[src/rtl/perf_pkg.sv]
// Shared types and constants for the performance-monitor unit: FSM state,
// default widths, event channel indices and the counter step helper.
package perf_pkg;

    typedef enum logic [1:0] {
        IDLE   = 2'd0,
        RUN    = 2'd1,
        FROZEN = 2'd2
    } perf_state_t;

    localparam int NUM_CH_DEF    = 4;
    localparam int CNT_W_DEF     = 32;
    localparam int WRAP_MODE_DEF = 1;
    localparam int SEL_W_DEF     = 5;
    localparam int CNT_W_MAX     = 64;

    localparam int CH_INST  = 0;
    localparam int CH_ICREQ = 1;
    localparam int CH_ICHIT = 2;
    localparam int CH_DCREQ = 3;

    // Next counter value for one increment request; at_max marks an all-ones counter.
    function automatic logic [CNT_W_MAX-1:0] ctr_step(
        input logic [CNT_W_MAX-1:0] cnt,
        input logic                 at_max,
        input logic                 inc,
        input logic                 wrap
    );
        if (!inc) begin
            return cnt;
        end
        if (!at_max) begin
            return cnt + 64'd1;
        end
        return wrap ? '0 : cnt;
    endfunction

endpackage

[src/rtl/perf_ctr_slice.sv]
// One CNT_W event counter with synchronous clear, wrap or saturate behaviour
// and a sticky overflow flag.
module perf_ctr_slice
    import perf_pkg::*;
#(
    parameter int CNT_W     = CNT_W_DEF,
    parameter int WRAP_MODE = WRAP_MODE_DEF
) (
    input  logic             clk,
    input  logic             rst,
    input  logic             inc,
    input  logic             clr,
    output logic [CNT_W-1:0] cnt,
    output logic             ovf
);

    logic at_max;

    assign at_max = &cnt;

    always_ff @(posedge clk or negedge rst) begin
        if (!rst) begin
            cnt <= '0;
            ovf <= 1'b0;
        end else if (clr) begin
            cnt <= '0;
            ovf <= 1'b0;
        end else begin
            cnt <= CNT_W'(ctr_step(CNT_W_MAX'(cnt), at_max, inc, WRAP_MODE != 0));
            if (inc && at_max) begin
                ovf <= 1'b1;
            end
        end
    end

endmodule

[src/rtl/perf_event_counter.sv]
// Performance-monitor unit: free cycle counter plus NUM_CH event channels, halt freeze
// and a registered indexed read port. Shadow-bank snapshot is enabled by PERF_SNAPSHOT_EN.
//
// state  | meaning
// IDLE   | not counting, waiting for en
// RUN    | cycle counter and event channels counting
// FROZEN | halted; counts held until clear
module perf_event_counter
    import perf_pkg::*;
#(
    parameter int NUM_CH    = NUM_CH_DEF,
    parameter int CNT_W     = CNT_W_DEF,
    parameter int WRAP_MODE = WRAP_MODE_DEF,
    parameter int SEL_W     = SEL_W_DEF
) (
    input  logic              clk,
    input  logic              rst,
    input  logic              en,
    input  logic              clear,
    input  logic              halt,
    input  logic [NUM_CH-1:0] evt,
    input  logic [SEL_W-1:0]  rd_sel,
`ifdef PERF_SNAPSHOT_EN
    input  logic              snap,
    output logic              snap_valid,
`endif
    output logic [CNT_W-1:0]  rd_data,
    output logic [NUM_CH:0]   ovf,
    output logic              frozen
);

    localparam int NS = NUM_CH + 1;

    perf_state_t      state;
    perf_state_t      next_state;
    logic             count_en;
    logic [NS-1:0]    inc;
    logic [CNT_W-1:0] cnt [NS];
    logic [CNT_W-1:0] rd_mux;

    always_ff @(posedge clk or negedge rst) begin
        if (!rst) begin
            state  <= IDLE;
            frozen <= 1'b0;
        end else begin
            state  <= next_state;
            frozen <= (next_state == FROZEN);
        end
    end

    always_comb begin
        next_state = state;
        if (clear) begin
            next_state = en ? RUN : IDLE;
        end else begin
            case (state)
                IDLE:    if (en) next_state = RUN;
                RUN: begin
                    if (halt)     next_state = FROZEN;
                    else if (!en) next_state = IDLE;
                end
                FROZEN:  next_state = FROZEN;
                default: next_state = IDLE;
            endcase
        end
    end

    // The clear cycle never counts, even when the FSM sits in RUN.
    always_comb begin
        count_en = (state == RUN) && !clear;
    end

    assign inc = {count_en, evt & {NUM_CH{count_en}}};

    for (genvar g = 0; g < NS; g++) begin : g_slice
        perf_ctr_slice #(
            .CNT_W     (CNT_W),
            .WRAP_MODE (WRAP_MODE)
        ) u_slice (
            .clk (clk),
            .rst (rst),
            .inc (inc[g]),
            .clr (clear),
            .cnt (cnt[g]),
            .ovf (ovf[g])
        );
    end

`ifdef PERF_SNAPSHOT_EN
    logic [CNT_W-1:0] shadow [NS];
    logic             frz_entry;

    assign frz_entry = (state != FROZEN) && (next_state == FROZEN);

    // Shadow captures the same post-increment value each slice is about to load.
    always_ff @(posedge clk or negedge rst) begin
        if (!rst) begin
            snap_valid <= 1'b0;
            for (int i = 0; i < NS; i++) shadow[i] <= '0;
        end else if (clear) begin
            snap_valid <= 1'b0;
        end else if (snap || frz_entry) begin
            snap_valid <= 1'b1;
            for (int i = 0; i < NS; i++) begin
                shadow[i] <= CNT_W'(ctr_step(CNT_W_MAX'(cnt[i]), &cnt[i], inc[i], WRAP_MODE != 0));
            end
        end
    end

    always_comb begin
        rd_mux = '0;
        for (int i = 0; i < NS; i++) begin
            if (rd_sel == SEL_W'(i)) rd_mux = snap_valid ? shadow[i] : cnt[i];
        end
    end
`else
    always_comb begin
        rd_mux = '0;
        for (int i = 0; i < NS; i++) begin
            if (rd_sel == SEL_W'(i)) rd_mux = cnt[i];
        end
    end
`endif

    always_ff @(posedge clk or negedge rst) begin
        if (!rst) begin
            rd_data <= '0;
        end else begin
            rd_data <= rd_mux;
        end
    end

endmodule

[config.mk]
export PLATFORM = sky130hd
export DESIGN_NAME = perf_event_counter
export DESIGN_NICKNAME = d
export VERILOG_FILES = /design/src/rtl/perf_pkg.sv /design/src/rtl/perf_ctr_slice.sv /design/src/rtl/perf_event_counter.sv
export SDC_FILE = /design/constraint.sdc
export NUM_CORES = 1
export LEC_CHECK = 0
export CAP_MARGIN = 10
export CORE_MARGIN = 5
export CORE_UTILIZATION = 35
export CTS_BUF_LIST = sky130_fd_sc_hd__clkbuf_4 sky130_fd_sc_hd__clkbuf_8
export CTS_CLUSTER_SIZE = 10
export DETAILED_ROUTE_END_ITERATION = 6
export GPL_ROUTABILITY_DRIVEN = 0
export HOLD_SLACK_MARGIN = 0.05
export PLACE_DENSITY = 0.57
export SYNTH_ARGS = -nofsm -noshare
export SYNTH_HDL_FRONTEND = slang
export SYNTH_HIERARCHICAL = 1
export SYNTH_SLANG_ARGS = --single-unit
[constraint.sdc]
create_clock -name clk -period 5.04 [get_ports clk]
set_clock_uncertainty 0.2 [all_clocks]
set_input_delay 0.756 -clock clk [delete_from_list [all_inputs] [get_ports clk]]
set_output_delay 0.756 -clock clk [all_outputs]
set_load 0.03 [all_outputs]
==> flow_metrics.env, run 1 <==
export IMPL_cp_required_ns=5.19
export IMPL_outcome="completed"
export IMPL_worst_slew_pin_slew_ns=1.081
export IMPL_hold_path_class="in -> async"
export IMPL_drt_pass1_iterations=6
export IMPL_synthArstFlopShare_pct=100.0
export IMPL_cts_reportedPaths_clkPinSlew_ns=0.11
export IMPL_grtUsageTotal_pct=17.90
export IMPL_numCtsBuffers=17
export IMPL_tns_ns=0
export IMPL_core_rowCount=66
export IMPL_grt_pass1_wl_um=51070
export IMPL_cts_setup_buffers=0
export IMPL_postCtsHoldBufs=0
export IMPL_cap_violations=0
export IMPL_start_kind="flip-flop"
export IMPL_pwr_share_seq_pct=56.2
export IMPL_syn_to_final_growth_pct=10.77
export IMPL_slew_headroom_pct=27.69
export IMPL_cts_tree="yes"
export IMPL_n_antenna_cell=0
export IMPL_wl_met2_um=14950
export IMPL_dp_cells=1586
export IMPL_grt_max_degree=119
export IMPL_slowest_delay_ns=0.63
export IMPL_synthCells=1138
export IMPL_route_antenna_remaining_nets=0
export IMPL_switching_share_pct=26.11
export IMPL_power_share_combinational_pct=6.1
export IMPL_wire_per_inst_um=20.27
export IMPL_hold_viol_final=0
export IMPL_final_common_cell="dfrtp_1"
export IMPL_synth_nets=1157
export IMPL_synth_edf_count=0
export IMPL_p_switching_uw=751.9
export IMPL_ctsResizeCount=0
export IMPL_p_per_area_nw_per_um2=224.8
export IMPL_clock_fmax_ghz=0.3263
export IMPL_drive_gt1_share_pct=13.95
export IMPL_period_share_pct=60.81
export IMPL_cts_sinks=200
export IMPL_grt_overflow=0
export IMPL_worstPathArrival_ns=3.21
export IMPL_fin_crit_ns=3.065
export IMPL_syn_avg_cell_area_um2=10.16
export IMPL_rr_worst_depth=8
export IMPL_grt_pass1_vias=8698
export IMPL_rsz0062_at_grt="false"
export IMPL_clkPwrFrac_pct=37.7
export IMPL_die_h_um=191.8
export IMPL_power_leakage_nw=5.097
export IMPL_crit_type="reg -> reg"
export IMPL_synth_seq_area_share_pct=43.27
export IMPL_drc=0
export IMPL_core_um2=32620
export IMPL_routed_via_density=5.771
export IMPL_dp_hpwl_um=23590
export IMPL_drv_slew=0
export IMPL_met3_length_um=2016
export IMPL_wl_um=32800
export IMPL_dr_max_layer_used="met4"
export IMPL_die_x_um=191.8
export IMPL_final_cell_count_no_fill=1618
export IMPL_clk_latency_ns=0.50
export IMPL_io_buffers=51
export IMPL_drt_met1_wl_um=15450
export IMPL_antenna_found_initial=1
export IMPL_synthFlopType="dfrtp_1"
export IMPL_crit_chain="nor3b_2 -> buf_4 -> and2_1 -> nor2_1 -> or3b_2 -> nor3_1 -> xnor2_1 -> nor2_1"
export IMPL_fillCellCount=3198
export IMPL_drt_iter0_markers=894
export IMPL_cpMostUsedCell="nor2_1"
export IMPL_vias=9338
export IMPL_ios=52
export IMPL_cp_max_fo=16
export IMPL_die_area_um2=36780
export IMPL_ys_ff_latch=200
export IMPL_netlist_area_um2=11570
export IMPL_setup_violations=0
export IMPL_cp_slowest_cell="or3b_2"
export IMPL_nets=1182
export IMPL_irDropWorstVdd_v=0.0001471
export IMPL_end_kind="flip-flop"
export IMPL_clockBufferDepth=2
export IMPL_root_buffer="clkbuf_8"
export IMPL_mostFrequentLayoutCells="200 x dfrtp_1, 165 x nor2_1, 95 x nand4_1, 86 x nand2_1, 85 x nand3_1"
export IMPL_ctsHtreeMaxLevel=4
export IMPL_p_int_mw=2.128
export IMPL_yosysUniqueCellTypes=55
export IMPL_start_util_pct=35.46
export IMPL_synth_warnings=6
==> logic make-up (layout without fill, tap and decap cells) <==
kind of cell / after synthesis / after routing / share of synthesized area, %
AO/OA/AOI/OAI: 138 / 138 / 10.04
XOR/XNOR: 100 / 100 / 7.572
adder cells (fa/ha/maj): 5 / 5 / 0.5409
buffers and inverters: 70 / 108 / 3.191
flip-flops: 200 / 200 / 43.27
multiplexers: 32 / 32 / 5.712
AND/OR/NAND/NOR: 593 / 593 / 29.67
==> power groups by stage <==
| stage | Sequential, mW | Clock [mW] | Combinational [mW] |
|---|---|---|---|
| global placement | 1.65 | 0 | 0.176 |
| CTS | 1.62 | 1.12 | 0.177 |
| floorplan | 1.65 | 0 | 0.0962 |
| detailed placement | 1.65 | 0 | 0.177 |
| finish | 1.62 | 1.09 | 0.175 |
| global route | 1.62 | 1.18 | 0.192 |
==> worst max-delay path, delay by kind of cell (launching register included) <==
family / cells / cell delay, ns
AND/OR/NAND/NOR: 6 / 1.90
XOR/XNOR: 1 / 0.15
buffers and inverters: 1 / 0.25
flip-flops: 1 / 0.43
==> per-layer routing <==
layer,global-route usage [%],vias to the layer above
met5,0,-
met2,27.62,341
li1,-,4289
met1,26.37,4684
met4,3.785,0
met3,3.235,24
==> metrics by stage <==
step	instance area, um2	util (%)	power, mW	setup slack, ns	hold slack (ns)
6_report	12810	39.28	2.880	1.975	0.1907
5_1_grt	12810	39.28	2.995	1.743	0.2585
4_1_cts	12810	39.28	2.918	1.975	0.2225
3_5_place_dp	12410	38.04	1.826	1.558	0.2978
3_3_place_gp	12410	38.04	1.826	1.569	0.2908
2_1_floorplan	11570	-	1.746	2.223	0.2604
==> Yosys cell counts (all sizes together) (10+ instances only) <==
cell     number  share of area [%]
or3          11               0.60
or3b         11               0.83
nor4         20                2.7
xnor2        40                3.0
nand4       110                7.1
a22o         36                2.8
a21oi        14               0.61
buf          21                1.6
a221o        10               0.87
nor3         26                1.1
nand3        90                4.4
and3         20                1.1
and2         14               0.87
xor2         60                4.5
inv          15               0.49
and4         10               0.81
nor2        166                5.5
nand2        86                2.8
o2111ai      10               0.76
dfrtp       200                 43
clkbuf       34                1.1
o311ai       15                1.1
mux4         26                5.1
==> final cells by class <==
class | count | area, um2 | share of cell area (%)
Clock buffer | 18 | 247.7 | 1.934
Clock inverter | 14 | 156.4 | 1.221
Inverter | 15 | 56.30 | 0.4395
Multi-Input combinational cell | 868 | 6202 | 48.41
Sequential cell | 200 | 5005 | 39.06
Tap cell | 442 | 553.0 | 4.316
Timing Repair Buffer | 61 | 591.8 | 4.619
==> worst paths after layout <==
| check | from | end | slack (ns) |
|---|---|---|---|
| worst max register to register | state[1]$_DFF_PN0_ | g_slice[1].u_slice/cnt[14]$_DFFE_PN0P_ | 1.98 |
| worst min register to register | g_slice[0].u_slice/ovf$_DFFE_PN0P_ | g_slice[0].u_slice/ovf$_DFFE_PN0P_ | 0.32 |
| worst max-delay path | state[1]$_DFF_PN0_ | g_slice[1].u_slice/cnt[14]$_DFFE_PN0P_ | 1.98 |
| min in group clk | g_slice[0].u_slice/ovf$_DFFE_PN0P_ | g_slice[0].u_slice/ovf$_DFFE_PN0P_ | 0.32 |
| worst min-delay path | rst | rd_data[13]$_DFF_PN0_ | 0.19 |
| max in group asynchronous | rst | g_slice[0].u_slice/cnt[19]$_DFFE_PN0P_ | 3.47 |
==> flip-flops by register name, indices dropped and copies added (netlist names) <==
register,count
frozen,1
g_slice.u_slice/cnt,160
g_slice.u_slice/ovf,5
rd_data,32
state,2
Note: power is estimated with default switching activity, not from simulation.
==> run 2: changes to the inputs <==
==> constraint.sdc (replaced) <==
create_clock -name clk -period 3 [get_ports clk]
set_clock_uncertainty 0.2 [all_clocks]
set_input_delay 0.45 -clock clk [delete_from_list [all_inputs] [get_ports clk]]
set_output_delay 0.45 -clock clk [all_outputs]
set_load 0.03 [all_outputs]
==> flow_metrics.env, run 2 (same netlist as run 1, synthesis figures left out) <==
export IMPL_p_total_mw=4.746
export IMPL_rr_worst_depth=5
export IMPL_setup_slack_ns=0.4024
export IMPL_pre_cts_slack_ns=0.3369
export IMPL_reg_top3="g_slice.u_slice/cnt: 160 flops, rd_data: 32 flops, g_slice.u_slice/ovf: 5 flops"
export IMPL_n_antenna_cell=0
export IMPL_drt_pass1_iterations=5
export IMPL_die_x_um=191.8
export IMPL_core_rowCount=66
export IMPL_cp_max_fo=11
export IMPL_worstPathArrival_ns=2.78
export IMPL_crit_type="reg -> reg"
export IMPL_ctsHtreeMaxLevel=4
export IMPL_largest_register_ffs=160
export IMPL_die_area_um2=36780
export IMPL_ios=52
export IMPL_clock_fmax_ghz=0.3850
export IMPL_grt_pass1_vias=9115
export IMPL_regArea_um2=5005
export IMPL_worst_slew_pin_slew_ns=0.7957
export IMPL_drt_iter0_markers=925
export IMPL_irDropWorstVdd_v=0.0002797
export IMPL_cts_sinks=200
export IMPL_route_antenna_remaining_nets=0
export IMPL_routed_via_density=5.810
export IMPL_finish_utilization_pct=40.22
export IMPL_final_common_cell="dfrtp_1"
export IMPL_clk_latency_ns=0.49
export IMPL_vias=9639
export IMPL_hold_depth=3
export IMPL_mostFrequentLayoutCells="200 x dfrtp_1, 165 x nor2_1, 95 x nand4_1, 86 x nand2_1, 85 x nand3_1"
export IMPL_wl_met2_um=15230
export IMPL_wire_per_inst_um=20.22
export IMPL_clockBufferDepth=2
export IMPL_drv_slew=0
export IMPL_start_util_pct=35.46
export IMPL_period_share_pct=86.59
export IMPL_io_buffers=51
export IMPL_end_kind="flip-flop"
export IMPL_syn_to_final_growth_pct=13.42
export IMPL_power_leakage_nw=5.315
export IMPL_numCtsBuffers=17
export IMPL_dp_hpwl_um=24560
export IMPL_outcome="completed"
export IMPL_grt_max_degree=75
export IMPL_cts_reportedPaths_clkPinSlew_ns=0.12
export IMPL_cp_required_ns=3.18
export IMPL_root_buffer="clkbuf_8"
export IMPL_drt_met1_wl_um=15390
export IMPL_dr_max_layer_used="met4"
export IMPL_tns_ns=0
export IMPL_p_per_area_nw_per_um2=361.8
export IMPL_fillCellCount=3145
export IMPL_met3_length_um=2354
export IMPL_hold_viol_final=0
export IMPL_core_um2=32620
export IMPL_grt_pass1_wl_um=53270
export IMPL_fin_crit_ns=2.598
export IMPL_multi_input_area_um2=6202
export IMPL_drc=0
export IMPL_die_h_um=191.8
export IMPL_slew_headroom_pct=46.67
export IMPL_nets=1223
export IMPL_cts_tree="yes"
export IMPL_top_register="g_slice.u_slice/cnt"
export IMPL_rsz0062_at_grt="false"
export IMPL_setup_violations=0
export IMPL_start_kind="flip-flop"
export IMPL_wl_um=33550
export IMPL_hold_path_class="in -> reg"
export IMPL_grt_overflow=0
export IMPL_cap_violations=0
export IMPL_grtUsageTotal_pct=18.55
export IMPL_drive_gt1_share_pct=16.76
export IMPL_antenna_found_initial=0
==> run 2: cell types whose count changed in the layout (fill, tap and decap cells not counted), sizes merged <==
cell,change
buf,+40
clkinvlp,-2
dlygate4sd3,+1
bufinv,-2
clkbuf,+4
==> run 2: final timing paths <==
check                                                  startpoint                                      to  slack (ns)
min in group asynchronous                                     rst                    rd_data[6]$_DFF_PN0_        0.34
setup reg to reg           g_slice[1].u_slice/cnt[20]$_DFFE_PN0P_  g_slice[1].u_slice/cnt[27]$_DFFE_PN0P_        0.40
setup / recovery           g_slice[1].u_slice/cnt[20]$_DFFE_PN0P_  g_slice[1].u_slice/cnt[27]$_DFFE_PN0P_        0.40
hold / removal                                              clear                      state[1]$_DFF_PN0_        0.27
max in group asynchronous                                     rst  g_slice[2].u_slice/cnt[21]$_DFFE_PN0P_        1.44
hold reg to reg                g_slice[4].u_slice/ovf$_DFFE_PN0P_      g_slice[4].u_slice/ovf$_DFFE_PN0P_        0.31
==> run 2: cell type report <==
cell class,count,share of cell area (%)
Timing Repair Buffer,102,7.163
Sequential cell,200,38.15
Tap cell,442,4.216
Clock buffer,22,2.117
Inverter,15,0.4292
Multi-Input combinational cell,868,47.28
Clock inverter,10,0.6485
==> run 2: per-stage QoR <==
| stage | cells | instance area [um2] | hold WS (ns) |
|---|---|---|---|
| 3_3_place_gp | 1626 | 12750 | 0.2931 |
| 4_1_cts | 1659 | 13120 | 0.2433 |
| 3_5_place_dp | 1626 | 12750 | 0.2958 |
| 5_1_grt | 1659 | 13120 | 0.2648 |
| 2_1_floorplan | 1138 | 11570 | -0.04559 |
| 6_report | 1659 | 13120 | 0.2694 |
==> run 2: metal layers <==
metal | vias up | GRT usage (%)
li1 | 4393 | -
met1 | 4787 | 27.60
met2 | 420 | 28.60
met3 | 39 | 2.599
met4 | 0 | 4.475
met5 | - | 0
==> run 2: repair_timing <==
item | in CTS | in global routing
setup endpoints to repair | 0 | 0
buffers inserted | 0 | 0
endpoints found under the hold margin | 70 | 0
hold buffers | 1 | 0
resized for setup | 0 | 0
==> run 2: where the power goes <==
part,switching (mW),internal [mW]
Combinational,0.217,0.111
Sequential,0.0138,2.70
Clock,1.04,0.658
==> run 2: critical path: stages (launching register included) <==
cell     delay (ns)
dfrtp_1        0.50
nand4_2        0.22
nor4_2         0.56
nand4_2        0.37
and2_4         0.32
a221o_1        0.32
==> run 3: changes to the inputs <==
--- a/config.mk
+++ b/config.mk
@@ -9,7 +9,6 @@
 export CORE_MARGIN = 5
 export CORE_UTILIZATION = 35
 export CTS_BUF_LIST = sky130_fd_sc_hd__clkbuf_4 sky130_fd_sc_hd__clkbuf_8
-export CTS_CLUSTER_SIZE = 10
 export DETAILED_ROUTE_END_ITERATION = 6
 export GPL_ROUTABILITY_DRIVEN = 0
 export HOLD_SLACK_MARGIN = 0.05
==> results of run 3 <==
Final layout, timing and power as in run 2 (identical DEF).
